[src/rtl/ctrl_flow_pkg.sv]
// Shared constants and types for the LC-3 control-flow sequencer.
// States, opcodes and mux encodings are fixed by the LC-3 datapath.
package ctrl_flow_pkg;

   typedef logic [2:0] state_t;

   localparam state_t S_IDLE      = 3'd0;
   localparam state_t S_DECODE    = 3'd1;
   localparam state_t S_SAVE_R7   = 3'd2;
   localparam state_t S_UPDATE_PC = 3'd3;
   localparam state_t S_DONE      = 3'd4;

   // Where DECODE sends the sequence next.
   typedef enum logic [1:0] {
      PATH_DONE   = 2'd0,
      PATH_UPDATE = 2'd1,
      PATH_SAVE   = 2'd2
   } path_e;

   localparam logic [3:0] OP_BR  = 4'b0000;
   localparam logic [3:0] OP_JMP = 4'b1100;
   localparam logic [3:0] OP_JSR = 4'b0100;

   localparam logic [1:0] A2_ZERO   = 2'b00;
   localparam logic [1:0] A2_SEXT6  = 2'b01;
   localparam logic [1:0] A2_SEXT9  = 2'b10;
   localparam logic [1:0] A2_SEXT11 = 2'b11;

   localparam logic [1:0] PC_PLUS1 = 2'b00;
   localparam logic [1:0] PC_ADDER = 2'b01;
   localparam logic [1:0] PC_BUS   = 2'b10;

   localparam logic A1_PC    = 1'b0;
   localparam logic A1_BASER = 1'b1;

   // JSRR through R7 would overwrite its own target while saving the link.
   function automatic logic jsrr_r7(input logic [3:0] op, input logic jsr_mode,
                                    input logic [2:0] base_r);
      return (op == OP_JSR) && !jsr_mode && (base_r == 3'd7);
   endfunction

endpackage

[src/rtl/ctrl_flow_seq_if.sv]
// Port bundle between the ISDU (master) and the control-flow sequencer (slave).
// Handshake: start is sampled only while busy=0; an accepted start raises busy on the next
// cycle and busy stays high until the cycle after the done pulse. There is no queueing.
interface ctrl_flow_seq_if;
   import ctrl_flow_pkg::*;

   logic        start;
   logic [15:0] ir;
   logic [2:0]  nzp;
   logic        busy;
   logic        done;
   logic        illegal;
   logic        taken;
   logic        addr1_sel;
   logic [1:0]  addr2_sel;
   logic [1:0]  pcmux_sel;
   logic [2:0]  sr1_sel;
   logic        gate_pc;
   logic        ld_pc;
   logic        ld_reg;
   logic [2:0]  dr_sel;
   state_t      state_dbg;
   logic [15:0] ir_dbg;

   modport master (
      output start, ir, nzp,
      input  busy, done, illegal, taken, addr1_sel, addr2_sel, pcmux_sel,
             sr1_sel, gate_pc, ld_pc, ld_reg, dr_sel, state_dbg, ir_dbg
   );

   modport slave (
      input  start, ir, nzp,
      output busy, done, illegal, taken, addr1_sel, addr2_sel, pcmux_sel,
             sr1_sel, gate_pc, ld_pc, ld_reg, dr_sel, state_dbg, ir_dbg
   );

endinterface

[src/rtl/ctrl_flow_seq_decode.sv]
// Combinational decode of a latched control-flow instruction: next path,
// address-adder operand selects and the illegal flag.
module cf_decode
   import ctrl_flow_pkg::*;
(
   input  logic [15:6] ir_hi,
   input  logic [2:0]  nzp,
   output path_e       path,
   output logic        addr1_sel,
   output logic [1:0]  addr2_sel,
   output logic        illegal
);

   always_comb begin
      path      = PATH_DONE;
      addr1_sel = A1_PC;
      addr2_sel = A2_ZERO;
      illegal   = 1'b0;
      case (ir_hi[15:12])
         OP_BR: begin
            addr2_sel = A2_SEXT9;
            if ((ir_hi[11:9] & nzp) != 3'b000) path = PATH_UPDATE;
         end
         OP_JMP: begin
            addr1_sel = A1_BASER;
            path      = PATH_UPDATE;
         end
         OP_JSR: begin
            if (jsrr_r7(ir_hi[15:12], ir_hi[11], ir_hi[8:6])) begin
               illegal = 1'b1;
            end else begin
               path = PATH_SAVE;
               // ir[11] picks PC-relative JSR over register-indirect JSRR.
               if (ir_hi[11]) addr2_sel = A2_SEXT11;
               else           addr1_sel = A1_BASER;
            end
         end
         default: illegal = 1'b1;
      endcase
   end

endmodule

[src/rtl/ctrl_flow_seq.sv]
// Multi-cycle sequencer for BR, JMP/RET, JSR and JSRR: owns the state register,
// the latched instruction and the taken/illegal flags; outputs are Moore.
module ctrl_flow_seq
   import ctrl_flow_pkg::*;
(
   input  logic           clk,
   input  logic           rst,
   ctrl_flow_seq_if.slave bus
);

   state_t      state_q, state_d;
   logic [15:0] ir_q;
   logic        taken_q, illegal_q;

   path_e       dec_path;
   logic        dec_addr1;
   logic [1:0]  dec_addr2;
   logic        dec_illegal;

   cf_decode u_decode (
      .ir_hi     (ir_q[15:6]),
      .nzp       (bus.nzp),
      .path      (dec_path),
      .addr1_sel (dec_addr1),
      .addr2_sel (dec_addr2),
      .illegal   (dec_illegal)
   );

   always_comb begin
      state_d = S_IDLE;
      case (state_q)
         S_IDLE:      state_d = bus.start ? S_DECODE : S_IDLE;
         S_DECODE: begin
            case (dec_path)
               PATH_UPDATE: state_d = S_UPDATE_PC;
               PATH_SAVE:   state_d = S_SAVE_R7;
               default:     state_d = S_DONE;
            endcase
         end
         S_SAVE_R7:   state_d = S_UPDATE_PC;
         S_UPDATE_PC: state_d = S_DONE;
         default:     state_d = S_IDLE;
      endcase
   end

   always_ff @(posedge clk or posedge rst) begin
      if (rst) begin
         state_q   <= S_IDLE;
         ir_q      <= 16'h0000;
         taken_q   <= 1'b0;
         illegal_q <= 1'b0;
      end else begin
         state_q <= state_d;
         if (state_q == S_IDLE && bus.start) ir_q <= bus.ir;
         // nzp only matters here; the flags carry the verdict through to DONE.
         if (state_q == S_DECODE) begin
            taken_q   <= (dec_path != PATH_DONE);
            illegal_q <= dec_illegal;
         end
      end
   end

   logic       o_done, o_taken, o_illegal, o_addr1, o_gate_pc, o_ld_pc, o_ld_reg;
   logic [1:0] o_addr2, o_pcmux;
   logic [2:0] o_sr1, o_dr;

   always_comb begin
      o_done    = 1'b0;
      o_taken   = 1'b0;
      o_illegal = 1'b0;
      o_addr1   = A1_PC;
      o_addr2   = A2_ZERO;
      o_pcmux   = PC_PLUS1;
      o_sr1     = 3'd0;
      o_gate_pc = 1'b0;
      o_ld_pc   = 1'b0;
      o_ld_reg  = 1'b0;
      o_dr      = 3'd0;
      case (state_q)
         S_SAVE_R7: begin
            o_gate_pc = 1'b1;
            o_ld_reg  = 1'b1;
            o_dr      = 3'd7;
         end
         S_UPDATE_PC: begin
            o_ld_pc = 1'b1;
            o_pcmux = PC_ADDER;
            o_addr1 = dec_addr1;
            o_addr2 = dec_addr2;
            if (dec_addr1 == A1_BASER) o_sr1 = ir_q[8:6];
         end
         S_DONE: begin
            o_done    = 1'b1;
            o_taken   = taken_q;
            o_illegal = illegal_q;
         end
         default: ;
      endcase
   end

   assign bus.busy      = (state_q != S_IDLE);
   assign bus.done      = o_done;
   assign bus.taken     = o_taken;
   assign bus.illegal   = o_illegal;
   assign bus.addr1_sel = o_addr1;
   assign bus.addr2_sel = o_addr2;
   assign bus.pcmux_sel = o_pcmux;
   assign bus.sr1_sel   = o_sr1;
   assign bus.gate_pc   = o_gate_pc;
   assign bus.ld_pc     = o_ld_pc;
   assign bus.ld_reg    = o_ld_reg;
   assign bus.dr_sel    = o_dr;
   assign bus.state_dbg = state_q;
   assign bus.ir_dbg    = ir_q;

endmodule
[src/flat_wrapper.sv]
// flat-port wrapper written by rule: the top's interface ports become plain ports
module ctrl_flow_seq_flat import ctrl_flow_pkg::*;
  (clk, rst, bus_start, bus_ir, bus_nzp, bus_busy, bus_done, bus_illegal, bus_taken, bus_addr1_sel, bus_addr2_sel, bus_pcmux_sel, bus_sr1_sel, bus_gate_pc, bus_ld_pc, bus_ld_reg, bus_dr_sel, bus_state_dbg, bus_ir_dbg);
  ctrl_flow_seq_if bus_i ();
  input  logic clk;
  input  logic rst;
  input wire logic [$bits(bus_i.start)-1:0] bus_start;
  input wire logic [$bits(bus_i.ir)-1:0] bus_ir;
  input wire logic [$bits(bus_i.nzp)-1:0] bus_nzp;
  output wire logic [$bits(bus_i.busy)-1:0] bus_busy;
  output wire logic [$bits(bus_i.done)-1:0] bus_done;
  output wire logic [$bits(bus_i.illegal)-1:0] bus_illegal;
  output wire logic [$bits(bus_i.taken)-1:0] bus_taken;
  output wire logic [$bits(bus_i.addr1_sel)-1:0] bus_addr1_sel;
  output wire logic [$bits(bus_i.addr2_sel)-1:0] bus_addr2_sel;
  output wire logic [$bits(bus_i.pcmux_sel)-1:0] bus_pcmux_sel;
  output wire logic [$bits(bus_i.sr1_sel)-1:0] bus_sr1_sel;
  output wire logic [$bits(bus_i.gate_pc)-1:0] bus_gate_pc;
  output wire logic [$bits(bus_i.ld_pc)-1:0] bus_ld_pc;
  output wire logic [$bits(bus_i.ld_reg)-1:0] bus_ld_reg;
  output wire logic [$bits(bus_i.dr_sel)-1:0] bus_dr_sel;
  output wire logic [$bits(bus_i.state_dbg)-1:0] bus_state_dbg;
  output wire logic [$bits(bus_i.ir_dbg)-1:0] bus_ir_dbg;
  assign bus_i.start = bus_start;
  assign bus_i.ir = bus_ir;
  assign bus_i.nzp = bus_nzp;
  assign bus_busy = bus_i.busy;
  assign bus_done = bus_i.done;
  assign bus_illegal = bus_i.illegal;
  assign bus_taken = bus_i.taken;
  assign bus_addr1_sel = bus_i.addr1_sel;
  assign bus_addr2_sel = bus_i.addr2_sel;
  assign bus_pcmux_sel = bus_i.pcmux_sel;
  assign bus_sr1_sel = bus_i.sr1_sel;
  assign bus_gate_pc = bus_i.gate_pc;
  assign bus_ld_pc = bus_i.ld_pc;
  assign bus_ld_reg = bus_i.ld_reg;
  assign bus_dr_sel = bus_i.dr_sel;
  assign bus_state_dbg = bus_i.state_dbg;
  assign bus_ir_dbg = bus_i.ir_dbg;
  ctrl_flow_seq u_core (.clk(clk), .rst(rst), .bus(bus_i));
endmodule
[config.mk]
export PLATFORM = sky130hd
export DESIGN_NAME = ctrl_flow_seq_flat
export DESIGN_NICKNAME = d
export VERILOG_FILES = /design/src/rtl/ctrl_flow_pkg.sv /design/src/rtl/ctrl_flow_seq_if.sv /design/src/rtl/ctrl_flow_seq_decode.sv /design/src/rtl/ctrl_flow_seq.sv /design/src/flat_wrapper.sv
export SDC_FILE = /design/constraint.sdc
export NUM_CORES = 1
export LEC_CHECK = 0
export ABC_CLOCK_PERIOD_IN_PS = 2190
export BUFFER_PORTS_ARGS = -buffer_cell sky130_fd_sc_hd__buf_4
export CORE_AREA = 2 2 57 59
export DETAILED_ROUTE_END_ITERATION = 8
export DIE_AREA = 0 0 59 61
export PLACE_DENSITY_LB_ADDON = 0.1
export SLEW_MARGIN = 20
export SYNTH_ARGS = -nofsm -noshare
export SYNTH_HDL_FRONTEND = slang
export SYNTH_SLANG_ARGS = --single-unit
[constraint.sdc]
create_clock -name clk -period 2.19 [get_ports clk]
set_input_delay 0.1095 -clock clk [delete_from_list [all_inputs] [get_ports clk]]
set_output_delay 0.1095 -clock clk [all_outputs]
set_load 0.02 [all_outputs]
## Word level (Yosys, flattened, before mapping)

Index checks and enable logic that the tools add are counted.

| cells by class | value |
|---|---|
| eq/ne operators | 9 |
| multiplexer cells | 25 |
| bitwise operators | 1 |
| reductions and logical operators | 10 |

Operator list:

| cell | count |
|---|---|
| $mux 1 | 12 |
| $pmux 3 s4 | 1 |
| $mux 3 | 3 |
| $mux 2 | 4 |
| $eq 3x2->1 const B | 2 |
| $eq 3x3->1 const B | 2 |
| $pmux 2 s3 | 1 |
| $pmux 3 s2 | 1 |
| $reduce_bool 3->1 | 2 |
| $eq 4x3->1 const B | 1 |
| $eq 4x4->1 const B | 1 |
| $logic_not 4->1 | 1 |
| $pmux 1 s2 | 2 |
| $pmux 2 s2 | 1 |
| $and 3x3->3 | 1 |
| $eq 3x1->1 const B | 1 |
| $logic_and 1x1->1 | 3 |
| $logic_not 3->1 | 1 |
| $eq 2x1->1 const B | 1 |
| $eq 2x2->1 const B | 1 |
| $reduce_bool 2->1 | 1 |
| $reduce_or 2->1 | 1 |
| $logic_not 1->1 | 1 |

| storage, ports and cells | value |
|---|---|
| bits in registers | 21 |
| input bits | 22 |

## Logic depth before layout (Yosys ltp)

| logic depth | value |
|---|---|
| word-level depth | 8 |
| mapped depth | 7 |
| depth with buffers taken out | 6 |

## Hierarchy

From an unflattened synthesis, not the netlist that was laid out.

| second synthesis, totals | value |
|---|---|
| cells, all modules | 96 |
| area total of the unflattened synthesis | 1,132.3 µm² |

Modules (own cells, without submodules):

| module | times used | cells an instance | area each (µm²) | sequential area each (µm²) |
|---|---|---|---|---|
| ctrl_flow_seq | 1 | 79 | 1,011.0 | 525.5 |
| cf_decode | 1 | 17 | 121.4 | 0.0 |

## Worst setup path before layout

No wires, ideal clock.

| timing | value |
|---|---|
| path kind | reg2reg |
| start point | register u_core.ir_q[12] (netlist: u_core.bus.ir_dbg[12]) |
| end point | register u_core.state_q[2] (netlist: u_core.bus.state_dbg[2]) |
| library setup time | 0.088 ns |
| arrival | 1.770 ns |
| data required time | 2.102 ns |
| slack | 0.331 ns |
| cell stages (with the launch flop) | 7 |
| path buffers | 0 |
| cell sequence | dfrtp_1 or2_2 nor4_1 a31oi_1 ha_1 and2b_2 nor3b_1 |

| on the way | value |
|---|---|
| longest elaborated chain between the ends | 8 |
| elaborated cells between the ends (all ways) | 11 |
| those cells by class | eq/ne (4); mux (4); reduce/logical (3) |

RTL lines:

| element | RTL line | text |
|---|---|---|
| start: declaration | ctrl_flow_seq.sv:12 | `logic [15:0] ir_q;` |
| start signal: assignment | ctrl_flow_seq.sv:54 | `if (state_q == S_IDLE && bus.start) ir_q <= bus.ir;` |
| $eq 4x3->1 | ctrl_flow_pkg.sv:39, ctrl_flow_seq_decode.sv:19 |  |
| $logic_and 1x1->1 (2 in a row) | ctrl_flow_pkg.sv:39 | `return (op == OP_JSR) && !jsr_mode && (base_r == 3'd7);` |
| $mux 2 | ctrl_flow_seq_decode.sv:29 | `if (jsrr_r7(ir_hi[15:12], ir_hi[11], ir_hi[8:6])) begin` |
| $pmux 2 s3 (*) | ctrl_flow_seq_decode.sv:19 | `case (ir_hi[15:12])` |
| $eq 2x2->1 or $eq 2x1->1 (tied branches) | ctrl_flow_seq.sv:34 | `case (dec_path)` |
| $pmux 3 s2 (*) | ctrl_flow_seq.sv:34 |  |
| $pmux 3 s4 (*) | ctrl_flow_seq.sv:31 | `case (state_q)` |
| via u_core.state_d[2] | ctrl_flow_seq.sv:11 | `state_t state_q, state_d;` |
| end signal: assignment | ctrl_flow_seq.sv:53 | `state_q <= state_d;` |
| end: declaration | ctrl_flow_seq.sv:11 |  |

The timed path passes the listed nets; every way through them passes the cells marked *.
A chain may end at the register's enable or synchronous reset.

## Worst setup path in the final report

Same ends and word-level chain as after synthesis.

==> qor.txt <==
CTS tree: yes
Kind of critical path: reg -> reg
Fin Setup TNS: 0 ps
Hold Crit Class: in -> reg
YS warnings: 0
Most common cell after layout, fill and taps aside: buf_4
DP Cell Count: 184
Clock network power share: 8.1%
Final hold slack: 13.0 ps
CTS clk-pin slew, worst paths: 130 ps
Vias in the first global route: 998
Critical path required time: 2400 ps
Diodes inserted: 0
WL/cell: 13.9 um
Grt total ovfl: 0
Static Leakage: 0.777 nW
CTS Root Cell: clkbuf_4
Final Hold Fails: 0
Worst setup EP type: register
Max Cap Viol: 0
Initial DRC Count: 24
First drt pass iteration count: 6
Syn Area/Cell: 11.0 um2
Outcome: finished clean
DP HPWL: 2030 um
Die ar.: 3600 um2
Finished Layout Cells: 190
Synthesized instance count: 103
Num Clock Sinks: 21
RSZ-0062 raised after global routing: false
CTS resizes: 0
Worst path arrival time: 2140 ps
Cell Int Power: 1.31 mW
Rel. slew slack: 46.9%
Clock Skews: 14.4 ps
Flops & latches, synth: 21
Final min period: 1930 ps
Slew Limit Fails: 0
Crit path max fanout: 4
Initial Utilization: 38.3%
Sequential-to-total area share from yosys stat: 46.5%
Area Growth Syn to Fin: 40.0%
Initial antenna violation count: 0
I/O pin count: 59
Die height: 61 um
Post-DRT Antenna Nets: 0
H-Tree Depth: 1
Switching pwr: 1.03 mW
Reg power frac: 35.0%
Worst-margin pin slew: 795 ps
Total number of vias: 986
GRT Total Usage: 16.1%
Vias per cell: 5.19
Combinational share of power: 56.9%
CTS max path bufs: 2
Total power: 2.33 mW
Period utilization: 88.1%
VDD IR max: 0.567 mV
Worst-Skew Late Latency: 310 ps
Async set or reset register ratio after synthesis: 100%
Post-synth design cell area: 1130 um2
I/O Buffers: 57
Synth top area share: 46.5%
Share of cells above drive strength 1: 52.9%
Most frequent cells in the layout: buf_4, dfrtp_1, mux2_2
Sw frac: 43.9%
Die width: 59 um
Setup violators final: 0
Routability Congestion: 0.769
PD cells: 1480 nW/um2
Inserted Clock Buffers: 3
Post-synth EDFFs: 0
Post-synth cell types: 34
Top cell type by total area after synthesis: dfrtp_1
Largest net degree at the start of global routing: 22
Core Box Area: 2950 um2
F_max: 519 MHz
Total routed wirelength: 2630 um
Std cell rows: 20
Syn nets: 127
Post-CTS setup repair buffer count: 0
Hold_buf cts: 2
Final nets: 182
DRC: 0
Startpoint Class: register
Global-route wire length before repair: 4370 um
Most used DFF post-synth: dfrtp_1
Top cells by area, synth: dfrtp_1, mux2_2, mux2_4, buf_4, a21oi_1
==> final cells by class <==
| type | instances | area (um2) |
|---|---|---|
| clock buffer | 3 | 22.5 |
| clock inverter | 1 | 5.00 |
| fill | 286 | 1370 |
| inverter | 5 | 18.8 |
| multi-input combinational | 66 | 505 |
| sequential | 21 | 526 |
| tap | 33 | 41.3 |
| timing repair buffer | 61 | 463 |
==> path summary, 6_finish.rpt <==
path / startpoint / end / slack, ps / cells after the start
worst max-delay path: u_core.bus.ir_dbg[12] / u_core.bus.state_dbg[2] / 260 / 6
worst min-delay path: bus_ir[11] / u_core.bus.ir_dbg[11] / 10 / 3
worst max register to register: u_core.bus.ir_dbg[12] / u_core.bus.state_dbg[2] / 260 / 6
worst min register to register: u_core.bus.ir_dbg[0] / u_core.bus.ir_dbg[0] / 520 / 1
max in group asynchronous: rst / u_core.bus.state_dbg[2] / 1190 / 3
min in group asynchronous: rst / u_core.bus.ir_dbg[11] / 500 / 3
==> registers in the layout, summed over array words and instances (netlist names) <==
name	flops
u_core.bus.ir_dbg	16
u_core.bus.state_dbg	3
u_core.illegal_q	1
u_core.taken_q	1
==> cell families after synthesis <==
family	count (synthesis)	share of synthesized area (%)
simple gates	29	15.3
flops	21	46.5
compound gates	20	11.0
buf+inv	16	9.52
mux	14	15.2
fa+ha+maj	2	2.21
other cells	1	0.332
==> cell usage after synthesis (2+ instances only) <==
cell type / instances
a31oi_1: 2
nand3_1: 2
clkbuf_1: 2
mux2_2: 9
dfrtp_1: 21
nand2_1: 5
a21oi_1: 7
buf_4: 6
inv_1: 5
and2b_2: 2
ha_1: 2
and2_1: 2
o21ai_0: 6
mux2_4: 4
nor2_1: 7
nor3b_1: 3
==> power groups by stage <==
| stage | logic (mW) | clock network (mW) | registers, mW |
|---|---|---|---|
| global route | 1.44 | 0.213 | 0.869 |
| finish | 1.33 | 0.189 | 0.817 |
| global placement | 1.32 | 0 | 0.809 |
| CTS | 1.34 | 0.201 | 0.819 |
| detailed placement | 1.34 | 0 | 0.829 |
| floorplan | 0.736 | 0 | 0.949 |
==> worst max-delay path: stages, from the launching register on <==
cell	delay (ps)
dfrtp_1	430
or2_2	320
nor4_1	310
a31oi_1	80
ha_1	330
and2b_2	190
nor3b_1	180
==> per-stage QoR <==
stage	setup WS, ps	instance area [um2]	util [%]
floorplan	331	1130	-
global placement	363	1530	51.9
detailed placement	309	1530	51.9
CTS	266	1580	53.6
global route	101	1580	53.6
finish	262	1580	53.6
==> metal layers <==
layer  global-route usage, %  up-vias  wire length (um)
li1                        -      461                 -
met2                    27.6       44              1310
met4                    7.14        0                24
met1                    19.3      477              1120
met3                    3.62        4               184
met5                       0        -                 0
No activity file was read; power rests on OpenSTA's default activity.
